**config.mk**
```make
export PLATFORM = sky130hd
export DESIGN_NAME = bcd_conversion_flat
export DESIGN_NICKNAME = d
export VERILOG_FILES = /design/src/rtl/bcd_conversion_if.sv /design/src/rtl/bcd_conversion.sv /design/src/flat_wrapper.sv
export SDC_FILE = /design/constraint.sdc
export NUM_CORES = 1
export LEC_CHECK = 0
export ABC_AREA = 1
export BUFFER_PORTS_ARGS = -buffer_cell sky130_fd_sc_hd__buf_2
export CORE_MARGIN = 2
export CORE_UTILIZATION = 45
export DETAILED_ROUTE_END_ITERATION = 7
export PLACE_DENSITY_LB_ADDON = 0.05
export REMOVE_ABC_BUFFERS = 1
export SETUP_SLACK_MARGIN = 0.02
export SLEW_MARGIN = 5
export SYNTH_ARGS = -nofsm -noshare
export SYNTH_HDL_FRONTEND = slang
export SYNTH_SLANG_ARGS = --single-unit
```
**constraint.sdc**
```tcl
create_clock -name clk -period 1.9 [get_ports clk]
set_clock_uncertainty 0.15 [all_clocks]
set_input_delay 0.38 -clock clk [delete_from_list [all_inputs] [get_ports clk]]
set_output_delay 0.38 -clock clk [all_outputs]
set_load 0.02 [all_outputs]
```
**src/rtl/bcd_conversion_if.sv**
```systemverilog
// Handshake and result bundle between the multiplier, the BCD converter and the display stage.
interface bcd_conversion_if #(
  parameter int W      = 16,
  parameter int DIGITS = 5
);
  logic                  valid;
  logic [W-1:0]          Mult;
  logic                  busy;
  logic                  done;
  logic                  sign;
  logic [4*DIGITS-1:0]   bcd;

  modport master (output valid, Mult, input busy, done, sign, bcd);
  modport slave  (input valid, Mult, output busy, done, sign, bcd);
endinterface

```
**src/rtl/bcd_conversion.sv**
```systemverilog
// Signed binary to packed BCD converter, double-dabble with one shift-add-3 iteration per clock.
module bcd_conversion #(
  parameter int W      = 16,
  parameter int DIGITS = 5
) (
  input  logic             clk,
  input  logic             rst,
  bcd_conversion_if.slave  bus
);

  localparam int CW = $clog2(W + 1);

  typedef enum logic [1:0] {IDLE, CONVERT, FINISH} state_t;

  state_t                state;
  logic [W-1:0]          bin_reg;
  logic                  sign_reg;
  logic [4*DIGITS-1:0]   scratch;
  logic [4*DIGITS-1:0]   adjusted;
  logic [4*DIGITS-1:0]   shifted;
  logic [CW-1:0]         count;
  logic [W-1:0]          mag;

  // 16'h8000 negates to itself, which read unsigned is exactly 32768.
  always_comb mag = bus.Mult[W-1] ? -bus.Mult : bus.Mult;

  always_comb begin
    adjusted = scratch;
    for (int unsigned i = 0; i < DIGITS; i++) begin
      if (scratch[4*i +: 4] >= 4'd5) adjusted[4*i +: 4] = scratch[4*i +: 4] + 4'd3;
    end
    shifted = {adjusted[4*DIGITS-2:0], bin_reg[W-1]};
  end

  always_ff @(posedge clk or negedge rst) begin
    if (!rst) begin
      state    <= IDLE;
      bin_reg  <= '0;
      sign_reg <= 1'b0;
      scratch  <= '0;
      count    <= '0;
      bus.busy <= 1'b0;
      bus.done <= 1'b0;
      bus.sign <= 1'b0;
      bus.bcd  <= '0;
    end else begin
      case (state)
        IDLE: begin
          bus.done <= 1'b0;
          if (bus.valid) begin
            bin_reg  <= mag;
            sign_reg <= bus.Mult[W-1];
            scratch  <= '0;
            count    <= CW'(W);
            bus.busy <= 1'b1;
            state    <= CONVERT;
          end
        end
        CONVERT: begin
          scratch <= shifted;
          bin_reg <= {bin_reg[W-2:0], 1'b0};
          count   <= count - CW'(1);
          // Final iteration publishes straight into the output registers so done and data align.
          if (count == CW'(1)) begin
            bus.bcd  <= shifted;
            bus.sign <= sign_reg;
            bus.done <= 1'b1;
            state    <= FINISH;
          end
        end
        FINISH: begin
          bus.done <= 1'b0;
          bus.busy <= 1'b0;
          state    <= IDLE;
        end
        default: state <= IDLE;
      endcase
    end
  end

endmodule

```
**src/flat_wrapper.sv**
```systemverilog
// flat-port wrapper written by rule: the top's interface ports become plain ports
module bcd_conversion_flat 
#(
  parameter int W      = 16,
  parameter int DIGITS = 5
)
  (clk, rst, bus_valid, bus_Mult, bus_busy, bus_done, bus_sign, bus_bcd);
  bcd_conversion_if #(.W(W), .DIGITS(DIGITS)) bus_i ();
  input  logic clk;
  input  logic rst;
  input wire logic [$bits(bus_i.valid)-1:0] bus_valid;
  input wire logic [$bits(bus_i.Mult)-1:0] bus_Mult;
  output wire logic [$bits(bus_i.busy)-1:0] bus_busy;
  output wire logic [$bits(bus_i.done)-1:0] bus_done;
  output wire logic [$bits(bus_i.sign)-1:0] bus_sign;
  output wire logic [$bits(bus_i.bcd)-1:0] bus_bcd;
  assign bus_i.valid = bus_valid;
  assign bus_i.Mult = bus_Mult;
  assign bus_busy = bus_i.busy;
  assign bus_done = bus_i.done;
  assign bus_sign = bus_i.sign;
  assign bus_bcd = bus_i.bcd;
  bcd_conversion #(.W(W), .DIGITS(DIGITS)) u_core (.clk(clk), .rst(rst), .bus(bus_i));
endmodule
```
==> results by group <==
Floorplan
  • Die height: slightly above 90 microns
  • Starting Density: 0.471
  • Cell Rows: 31
  • Ports: 42
  • Die Wd: 91.6 microns
  • Total Die Area: 8380 sq um
  • Core area: 7330 sq um

STA
  • Slew headroom: 0.725
  • Total negative slack: 0 ns
  • Final worst path period share: 0.880
  • Tightest Pin Transition: between 0.4 and 0.5 ns
  • Slew Viols, Final: 0
  • Final number of setup-violating endpoints: 0
  • RSZ-0062 raised after global routing: false
  • Minimum clock period: approximately 1.7 ns
  • Achievable Freq: 598 MHz
  • Final Hold Viols: 0

Drt
  • Initial DRC Count: 103
  • DRT Pass-1 Iters: 4
  • Via/cell ratio: 4.97
  • DR vias: 2748
  • WL per Instance: 12.3 microns
  • WL final: 6810 microns
  • Residual DRC count: 0
  • Routed Antenna Nets: 0

CTS
  • Clock transition at the registers of the reported paths: 0.06 ns
  • Max Buffers Root-to-Sink: 2
  • Clock root buffer: clkbuf_8
  • Clock sinks: 67
  • Setup bufs post-CTS: 0
  • Clk Latency, worst-skew pair: around 0.33 ns
  • CTS tree: yes
  • H-tree depth: 3
  • Number of buffers created by CTS: 9

Min path
  • Hold WC Path Type: primary input to register

Power and ir drop
  • Net load switching power: 2.78 mW
  • Internal Power: 3.94 mW
  • Switching power share of the total: 0.413
  • Cell area power density: 1690 nW/um^2
  • Comb power frac: 0.451
  • Tot Pwr: 6.72 mW
  • P_leak: 2.01 nW
  • IR drop worst, VDD: around 0.00047 V
  • Part of the power in the clock network: 0.181
  • Sequential Power Share: 0.368

Logic synthesis
  • Synth cell types: 26
  • Post-Synth Adder-Cell Area: 0.0472
  • Xor and xnor area share after synthesis: 0.0203
  • Post-synth EDFFs: 0
  • Count leader, synth: nand2_1
  • Cell Area, Synth: 3450 sq um
  • Avg Cell Area, Syn: 8.54 sq um
  • Mapped Cells: just over 400
  • Simple-gate portion of the synthesized area: 0.200
  • Complex-gate fraction of the synthesized area: 0.167
  • Mux cell area share after synthesis: 0
  • YS warnings: 0
  • Synth area leader: dfrtp_1
  • Synth top area cells: dfrtp_1, nand2_1, o21ai_0
  • Register area share after synthesis: 0.486
  • Seq cells post-synth: 67
  • Largest family of logic cells by synthesized area: simple AND/OR/NAND/NOR gates
  • Synth top cells by count: nand2_1, dfrtp_1, inv_1, o21ai_0, nor2_1
  • Synth Flop Type: dfrtp_1
  • Yosys top cell area share: 0.486
  • Share of flip-flops with an asynchronous set or reset: 1.00

Global routing
  • Gr usage total: 0.180
  • Wire length of the first global-routing pass: 12200 microns
  • Vias in the first global route: 2687
  • GR Util met1: 0.218
  • Initial antenna violation count: 0
  • Busiest grt layer: met2
  • Met2 usage: 0.320
  • Met3 Use GR: 0.0299
  • Largest net degree at the start of global routing: 68
  • GRT overflow: 0

Worst setup path
  • Critical Path AT: 1.73 ns
  • Cells along the critical path: nor2_1 > nand3b_2 > nor2_8 > inv_2 > buf_12 > nand2_1 > o21ai_0
  • Slowest cell delay on critical path: about 0.42 ns
  • Startpoint types: register
  • CP max FO: 29
  • CP endpoint kind: register
  • CP bufs+invs: 2
  • Cell family contributing the most delay on the critical path: simple AND/OR/NAND/NOR gates
  • CP max-delay cell: dfrtp_1
  • Worst endpoint required time: 1.96 ns
  • Critical path class: register to register

Finish
  • Layout cell share with drive strength beyond 1: 0.181
  • Nets@finish: between 400 and 500
  • N_diodes: 0
  • Final core occ: 0.543
  • Filler cells: 693
  • Area growth syn-to-layout: 15.5%

Place
  • Number of buffers added on ports: 41
  • GP Congestion: approximately 0.75
  • Final HPWL DP: 4980 microns

Outcome
  • Status: completed

Run
  • Maximum Capacitance Violations: 0
## metrics by stage
stage / hold WS, ns / instance area [sq um] / std cells / setup WS [ns]
3_5_place_dp: 0.276 / 3770 / 536 / 0.135
4_1_cts: 0.174 / 3980 / 553 / 0.181
5_1_grt: 0.196 / 3980 / 553 / 0.0622
3_3_place_gp: 0.281 / 3770 / 536 / 0.142
2_1_floorplan: -0.0656 / 3360 / 389 / 0.165
6_report: 0.186 / 3980 / 553 / 0.228
## power groups by stage
stage	sequential, mW	clock, mW	combinational [mW]
finish	2.47	1.21	3.03
global route	2.57	1.32	3.49
CTS	2.48	1.24	3.09
detailed placement	2.50	0	3.07
global placement	2.49	0	2.99
floorplan	2.67	0	1.98
## area by class of cell
cell class                 count  area, sq um  share of cell area
clock buffer                  15          176              0.0443
clock inverter                 1         30.0             0.00754
inverter                      49          184              0.0462
multi-input combinational    273         1500               0.376
sequential                    67         1680               0.421
tap                           99          124              0.0311
timing repair buffer          49          293              0.0735
## placed cells by master, fill, tap and decap left out, types with 2 or more instances in the layout
cell type | Yosys | routed
a21oi_1 | 8 | 8
clkbuf_1 | 1 | 3
a22oi_1 | 14 | 14
ha_1 | 13 | 13
o21ai_0 | 35 | 35
nand3_1 | 21 | 21
nor2_8 | 3 | 3
nand4_1 | 2 | 2
a21boi_0 | 4 | 3
o21ai_2 | 6 | 6
o21ai_1 | 9 | 9
buf_4 | 0 | 5
o22ai_1 | 18 | 18
dfrtp_1 | 67 | 67
nor2_1 | 23 | 23
inv_2 | 6 | 6
or2_2 | 4 | 4
nand2_1 | 101 | 101
buf_2 | 9 | 41
clkbuf_8 | 0 | 12
buf_12 | 0 | 2
xor2_1 | 8 | 8
inv_1 | 43 | 43
## cell families after synthesis
kind of cell / Yosys count
flip-flops: 67
XOR/XNOR: 8
AO/OA/AOI/OAI: 96
adder cells (fa/ha/maj): 13
buffers and inverters: 64
AND/OR/NAND/NOR: 156
## tightest hold or removal path, delay by kind of cell
family                 cells  cell delay, ns
buffers and inverters      1            0.09
AND/OR/NAND/NOR            3            0.15
## path summary, 6_finish.rpt
check / startpoint / endpoint / slack, ns / cells after the start
min in group asynchronous: rst / u_core.scratch[18] / 0.43 / 3
max in group asynchronous: rst / u_core.count[2] / 0.87 / 3
min reg2reg: u_core.bus.sign / u_core.bus.sign / 0.32 / 2
max: u_core.count[2] / u_core.bus.bcd[5] / 0.23 / 7
max reg2reg: u_core.count[2] / u_core.bus.bcd[5] / 0.23 / 7
min: bus_Mult[14] / u_core.bin_reg[14] / 0.19 / 4
## metal layers
metal  wire length [microns]  part of all wire
met4                      86             0.013
met3                     174             0.026
met1                    3110              0.46
met2                    3430              0.50
met5                       0                 0
## timing repair
action | in CTS | in global routing
hold buffers | 1 | 0
endpoints found under the hold margin | 67 | 0
resized for setup | 0 | 1
endpoints found under the setup margin | 0 | 1
(Power assumes the default switching activity.)
